===== config.mk =====
export PLATFORM = sky130hd
export DESIGN_NAME = operand_loader
export DESIGN_NICKNAME = d
export VERILOG_FILES = /design/src/rtl/operand_loader.sv
export SDC_FILE = /design/constraint.sdc
export NUM_CORES = 1
export LEC_CHECK = 0
export CORE_AREA = 3 3 40 42
export CTS_BUF_LIST = sky130_fd_sc_hd__clkbuf_4 sky130_fd_sc_hd__clkbuf_8 sky130_fd_sc_hd__clkbuf_16
export DETAILED_ROUTE_END_ITERATION = 6
export DIE_AREA = 0 0 43 45
export GPL_TIMING_DRIVEN = 0
export PLACE_DENSITY = 0.69
export SYNTH_ARGS = -nofsm -noshare
export SYNTH_HDL_FRONTEND = slang
export SYNTH_SLANG_ARGS = --single-unit

===== constraint.sdc =====
create_clock -name clk -period 1.4 [get_ports clk]
set_input_delay 0.28 -clock clk [delete_from_list [all_inputs] [get_ports clk]]
set_output_delay 0.28 -clock clk [all_outputs]
set_load 0.005 [all_outputs]

===== src/rtl/operand_loader.sv =====
// operand_loader: captures two 3-bit operands from board switches on
// successive presses of a (possibly bouncing) load button.
//   clk   - single clock, rising edge
//   rst   - synchronous, active-high reset
//   sw    - operand value, sampled only when a press is seen
//   btn   - raw asynchronous load button, active-high
//   a, b  - registered operands for the downstream adder
//   valid - high while state is DONE (a consistent pair is held)
//   state - FSM encoding for LEDs (00 LOAD_A, 01 LOAD_B, 10 DONE)
// Optional macro OPERAND_LOADER_DEBOUNCE_EN: when defined, a DB_CYCLES
// debouncer filters the synchronised button; otherwise the clean level is a
// one-flop copy of the synchroniser output and every bounce is a press.
module operand_loader #(
    parameter int unsigned DB_CYCLES = 4
) (
    input  logic       clk,
    input  logic       rst,
    input  logic [2:0] sw,
    input  logic       btn,
    output logic [2:0] a,
    output logic [2:0] b,
    output logic       valid,
    output logic [1:0] state
);

    localparam int unsigned CNT_W = 8;

    typedef enum logic [1:0] {
        LOAD_A = 2'b00,
        LOAD_B = 2'b01,
        DONE   = 2'b10
    } state_e;

    logic   btn_s1_q;
    logic   btn_s2_q;
    logic   btn_clean_q;
    logic   btn_clean_d;
    logic   clean_prev_q;
    logic   press_c;
    state_e state_q;
    logic [2:0] a_q;
    logic [2:0] b_q;
    logic   valid_q;

    // Two-flop synchroniser for the asynchronous button
    always_ff @(posedge clk) begin
        if (rst) begin
            btn_s1_q <= 1'b0;
            btn_s2_q <= 1'b0;
        end else begin
            btn_s1_q <= btn;
            btn_s2_q <= btn_s1_q;
        end
    end

`ifdef OPERAND_LOADER_DEBOUNCE_EN
    logic [CNT_W-1:0] cnt_q;
    logic [CNT_W-1:0] cnt_d;

    // Accept a new level only after it has differed for DB_CYCLES cycles
    always_comb begin
        cnt_d       = '0;
        btn_clean_d = btn_clean_q;
        if (btn_s2_q != btn_clean_q) begin
            if (cnt_q == CNT_W'(DB_CYCLES - 1)) begin
                btn_clean_d = btn_s2_q;
            end else begin
                cnt_d = cnt_q + CNT_W'(1);
            end
        end
    end

    always_ff @(posedge clk) begin
        if (rst) begin
            cnt_q <= '0;
        end else begin
            cnt_q <= cnt_d;
        end
    end
`else
    // DB_CYCLES has no effect in this build; referenced only to keep it used
    logic [CNT_W-1:0] unused_db_c;
    assign unused_db_c = CNT_W'(DB_CYCLES);

    always_comb begin
        btn_clean_d = btn_s2_q;
    end
`endif

    always_ff @(posedge clk) begin
        if (rst) begin
            btn_clean_q  <= 1'b0;
            clean_prev_q <= 1'b0;
        end else begin
            btn_clean_q  <= btn_clean_d;
            clean_prev_q <= btn_clean_q;
        end
    end

    // One-cycle pulse on each rising edge of the clean level
    assign press_c = btn_clean_q & ~clean_prev_q;

    // Operand FSM; valid is registered alongside state
    always_ff @(posedge clk) begin
        if (rst) begin
            state_q <= LOAD_A;
            a_q     <= 3'b000;
            b_q     <= 3'b000;
            valid_q <= 1'b0;
        end else begin
            case (state_q)
                LOAD_A: begin
                    if (press_c) begin
                        a_q     <= sw;
                        state_q <= LOAD_B;
                        valid_q <= 1'b0;
                    end
                end
                LOAD_B: begin
                    if (press_c) begin
                        b_q     <= sw;
                        state_q <= DONE;
                        valid_q <= 1'b1;
                    end
                end
                DONE: begin
                    if (press_c) begin
                        a_q     <= sw;
                        state_q <= LOAD_B;
                        valid_q <= 1'b0;
                    end
                end
                default: begin
                    // Illegal encoding: recover to a clean empty state
                    state_q <= LOAD_A;
                    a_q     <= 3'b000;
                    b_q     <= 3'b000;
                    valid_q <= 1'b0;
                end
            endcase
        end
    end

    assign a     = a_q;
    assign b     = b_q;
    assign valid = valid_q;
    assign state = state_q;

endmodule


==> impl_metrics.ini, run 1 <==
[route]
routed_via_density = 5.064
drc = 0
wirelength_mm = 1.201
vias = 476
first_pass_iters = 4
final_antenna_net_count = 0
avgRoutedWirePerCell_um = 12.78
drt_iter0_markers = 8

[clock_network]
clkLatencyLatePin_ns = 0.27
max-clock-path-buffers = 2
cts_tree = yes
cts.sinks = 13
cts_inserted_buffers = 3
path_clk_slew_ns = 0.07
cts-hold-fix-buffers = 0
h-tree-depth = 1
root_buffer = clkbuf_4

[sta]
setup_slack_ns = 0.2563
finalSetupTns_ns = 0
period_share_pct = 81.69
relSlewSlack_pct = 78.31
hold_violations = 0
worst_pin_slew_ns = 0.3253
max_freq_ghz = 0.8744
rsz0062_at_grt = no
fin_crit_ns = 1.144
worst_clock_skew_ns = 0.002009
hold_ws_ns = 0.4405
slew_viol_final = 0
setup_viol = 0

[yosys]
syn_nets = 63
syn_area_sq_um = 535.5
ys_seq_area_share_pct = 48.60
yosysWarnings = 0
synth_cell_types = 14
netlist_instances = 57
syn_area_per_cell_sq_um = 9.395
ys_ff_latch = 13

[grt]
grt_max_degree = 11
grt_pass1_vias = 440
grt_pass1_wl_mm = 1.959
overflow = 0
grt_use_total_pct = 13.81
antenna_found_initial = 0

[place]
place_hpwl_um = 730.6
port_buffers = 14
preCtsSetupSlack_ns = 0.06765
place_congestion = 0.6938

[worst_setup_path]
cp-start-kind = register
critical_path_arrival_ns = 0.86
end_kind = primary output
critPathMaxStageDelay_ns = 0.33
path_buf_inv = 1
required_ns = 1.12
worst-path-max-fanout = 5
path_delay_family = flip-flops
crit_type = reg -> out
critPathSlowestCell = dfxtp_2
cp_cell_sequence = dlygate4sd2_1

[die]
die_w_um = 43
core_area_sq_um = 1285
fp.dieH_um = 45
ios = 15
die-area_sq_um = 1935
rows = 13
initial_core_util_pct = 41.67

[layout]
final_util_pct = 60.86
drive_gt1_share_pct = 26.58
fin_nets = 86
syn_to_final_growth_pct = 46.03
diodes = 0

[power_and_ir_drop]
power_density_nw_per_um2 = 924.4
total_power_mw = 0.7228
p_leak_nw = 0.4143
ir_worst_vdd_v = 0.0005679

[run]
cap_violations = 0

[status]
outcome = finished, final reports clean

[min_path]
worstHoldPathType = reg -> reg
[worst paths after layout]
| kind | cells after the start | slack (ns) | end | startpoint |
|---|---|---|---|---|
| worst max register to register | 5 | 0.33 | b[0]$_SDFFE_PP0P_ | state[1]$_SDFFE_PP0P_ |
| worst min-delay path | 1 | 0.44 | btn_clean_q$_SDFF_PP0_ | btn_clean_d$_SDFF_PP0_ |
| worst min register to register | 1 | 0.44 | btn_clean_q$_SDFF_PP0_ | btn_clean_d$_SDFF_PP0_ |
| worst max-delay path | 1 | 0.26 | state[0] | state[0]$_SDFFE_PP0P_ |
[logic make-up (layout without fill, tap and decap cells)]
| group | after synthesis | count (layout) | share of synthesized area, % |
|---|---|---|---|
| and+or+nand+nor | 29 | 29 | 33.64 |
| DFF | 13 | 13 | 48.60 |
| buffers and inverters | 5 | 27 | 6.075 |
| AOI/OAI and AO/OA | 10 | 10 | 11.68 |
[area by class of cell]
cell class	instances	area, sq um
multi-input cells	39	242.7
well taps	15	18.77
fillers	112	503.0
clock buffers	4	30.03
repair buffers	18	185.2
flip-flops and latches	13	272.8
plain buffers	5	32.53
[per-layer routing]
layer | vias to the layer above | global-route usage (%) | part of all wire, %
met1 | 221 | 16.87 | 46
li1 | 243 | - | -
met3 | 2 | 2.789 | 4.8
met4 | 0 | 9.036 | 1.1
met5 | - | 0 | 0
met2 | 10 | 22.16 | 48
[layout by cell type, fill, tap and decap left out, drive strengths merged]
master and instances:
nand3 3, buf 8, clkbuf 5, clkdlybuf4s50 5
nand3b 10, nand2b 5, a21oi 3, o211a 1
dfxtp 13, nor2b 6, dlymetal6s2s 7, a31oi 6
nand2 5, dlygate4sd2 2
[flip-flops by register name, summed over array words and instances, names as in the netlist]
register / count
valid: 1
btn_s1_q: 1
clean_prev_q: 1
a: 3
btn_clean_q: 1
btn_clean_d: 1
b: 3
state: 2
[Yosys cell counts]
cell type  count  share of area, %
a21oi_1        3               2.8
nor2b_1        5               5.8
o211a_1        1               1.9
buf_2          2               1.9
clkbuf_1       1              0.70
nand2b_1       5               5.8
dfxtp_1       13                49
nand3_1        3               2.8
buf_6          1               2.1
a31oi_1        6               7.0
nand3b_1      10                14
nor2b_2        1               1.6
buf_4          1               1.4
nand2_1        5               3.5
[per-stage QoR]
step / cells / area [sq um]
3_3_place_gp: 86 / 694.4
6_report: 94 / 782.0
5_1_grt: 94 / 782.0
3_5_place_dp: 86 / 694.4
4_1_cts: 92 / 749.5
2_1_floorplan: 57 / 535.5
[timing repair]
| item | in CTS | in global routing |
|---|---|---|
| resized for setup | 11 | 7 |
| endpoints found under the hold margin | 0 | 0 |
| endpoints found under the setup margin | 8 | 7 |
| buffers inserted | 2 | 2 |
[report_power, final]
group / total (mW) / leakage (nW) / switching [mW] / internal, mW
Clock: 0.244 / 0.0184 / 0.114 / 0.130
Sequential: 0.394 / 0.110 / 0.00921 / 0.385
Combinational: 0.0847 / 0.286 / 0.0334 / 0.0513
Note: power is estimated with default switching activity, not from simulation.
==> inputs of run 2 (changes only) <==
==> constraint.sdc (replaced) <==
create_clock -name clk -period 1.1 [get_ports clk]
set_input_delay 0.22 -clock clk [delete_from_list [all_inputs] [get_ports clk]]
set_output_delay 0.22 -clock clk [all_outputs]
set_load 0.005 [all_outputs]
==> run 2 against run 1 <==
  * Final area shrank 1.3%
  * Hold slack barely moved
  * Register-to-register slack worse by 0.26 ns
  * Combinational power grew 26%
  * Total power rose by 27%
  * Non-clock buffer count decreased by 1
  * Utilization fell by 0.78 points
  * Critical path depth unchanged
  * Largest power group unchanged
==> impl_metrics.ini, run 2 (synthesis gave the netlist of run 1 again) <==
[status]
outcome = finished, final reports clean

[grt]
antenna_found_initial = 0
grt_max_degree = 11
overflow = 0
grt_pass1_wl_mm = 1.966
grt_pass1_vias = 446
grt_use_total_pct = 13.81

[clock_network]
root_buffer = clkbuf_4
cts-hold-fix-buffers = 0
cts.sinks = 13
path_clk_slew_ns = 0.08
h-tree-depth = 1
cts_inserted_buffers = 3
max-clock-path-buffers = 2
clkLatencyLatePin_ns = 0.27
cts_tree = yes

[sta]
worst_pin_slew_ns = 0.3237
setup_viol = 0
relSlewSlack_pct = 78.42
fin_crit_ns = 1.078
max_freq_ghz = 0.9279
worst_clock_skew_ns = 0.002164
slew_viol_final = 0
period_share_pct = 97.97
hold_violations = 0
rsz0062_at_grt = yes
setup_slack_ns = 0.02235

[place]
port_buffers = 14
place_hpwl_um = 730.6
place_congestion = 0.6938
preCtsSetupSlack_ns = -0.1724
place_area_sq_um = 694.4

[worst_setup_path]
cp-start-kind = register
critPathSlowestCell = dfxtp_2
critPathMaxStageDelay_ns = 0.33
cp_cell_sequence = dlygate4sd2_1
required_ns = 0.88
path_delay_family = flip-flops
crit_type = reg -> out
r2r_setup_slack_ns = 0.07
r2r_start = state[1]$_SDFFE_PP0P_
critical_path_arrival_ns = 0.86
r2r_end = b[1]$_SDFFE_PP0P_
timing.reg2reg.worst_path_depth = 5
end_kind = primary output
path_buf_inv = 1
worst-path-max-fanout = 3

[route]
final_antenna_net_count = 0
vias = 464
first_pass_iters = 4
avgRoutedWirePerCell_um = 12.66
drc = 0
routed_via_density = 4.989
drt_iter0_markers = 11
wirelength_mm = 1.177

[layout]
final_area_sq_um = 772.0
final_common_cell = nand3b_1
syn_to_final_growth_pct = 44.16
fill_cells = 113
diodes = 0
fin_nets = 85
drive_gt1_share_pct = 28.21
layout_common_cells = nand3b_1, dfxtp_2, a31oi_1, dlygate4sd2_1

[power_and_ir_drop]
total_power_mw = 0.9200
p_leak_nw = 0.3072
ir_worst_vdd_v = 0.0007213
power_density_nw_per_um2 = 1192

[die]
fp.dieH_um = 45
core_area_sq_um = 1285
die_w_um = 43
die-area_sq_um = 1935
rows = 13
initial_core_util_pct = 41.67
ios = 15

[min_path]
worstHoldEndpoint = btn_clean_q$_SDFF_PP0_
holdPathStages = 1
min-delay-start = btn_clean_d$_SDFF_PP0_
worstHoldPathType = reg -> reg

[run]
cap_violations = 0
[run 2: cell types whose count changed in the layout (fill, tap and decap cells not counted), sizes merged]
cell           change
clkdlybuf4s15      +3
dlymetal6s2s       -7
dlygate4sd2        +4
buf                -1
[run 2: per-stage QoR]
stage	setup TNS, ns	util (%)	std cells	hold slack, ns
after floorplan	0	-	57	0.2916
after global placement	-0.7815	54.04	86	0.4167
after detailed placement	-0.8285	54.04	86	0.4311
after CTS	0	58.33	93	0.4491
after global routing	-0.01707	60.08	93	0.4621
final	0	60.08	93	0.4404
[run 2: worst max path at each step]
stage,cells after the start,slack [ns],endpoint,start
final,1,0.02,b[1],b[1]$_SDFFE_PP0P_
after global routing,5,-0.02,b[1]$_SDFFE_PP0P_,state[1]$_SDFFE_PP0P_
after CTS,1,0.001,state[1],state[1]$_SDFFE_PP0P_
after detailed placement,4,-0.17,valid$_SDFFE_PP0P_,rst
after global placement,4,-0.16,valid$_SDFFE_PP0P_,rst
after floorplan,4,0.22,a[1]$_SDFFE_PP0P_,state[0]$_SDFFE_PP0P_
[run 2: power by group]
group,internal [mW],switching (mW)
Sequential,0.490,0.0117
Clock,0.165,0.146
Combinational,0.0635,0.0433
Total,0.719,0.201
[run 2: layout make-up]
type                       count  area (sq um)  area share [%]
tap                           15         18.77           2.431
multi-input combinational     39         255.2           33.06
sequential                    13         272.8           35.33
timing repair buffer          17         158.9           20.58
clock buffer                   4         30.03           3.890
buffer                         5         36.28           4.700
[run 2: repair_timing]
action                                  in CTS  in global routing
buffers inserted                             3                  0
endpoints found under the setup margin       9                  8
pin swaps                                    0                  1
gates cloned                                 0                  0
gates resized for setup                     19                  7
[run 2: metal layers]
| metal | global-route usage [%] | routed length, um | vias up |
|---|---|---|---|
| met2 | 22.46 | 553 | 10 |
| met5 | 0 | 0 | - |
| met3 | 2.789 | 56 | 4 |
| met1 | 16.63 | 544 | 212 |
| li1 | - | - | 238 |
| met4 | 9.036 | 23 | 0 |
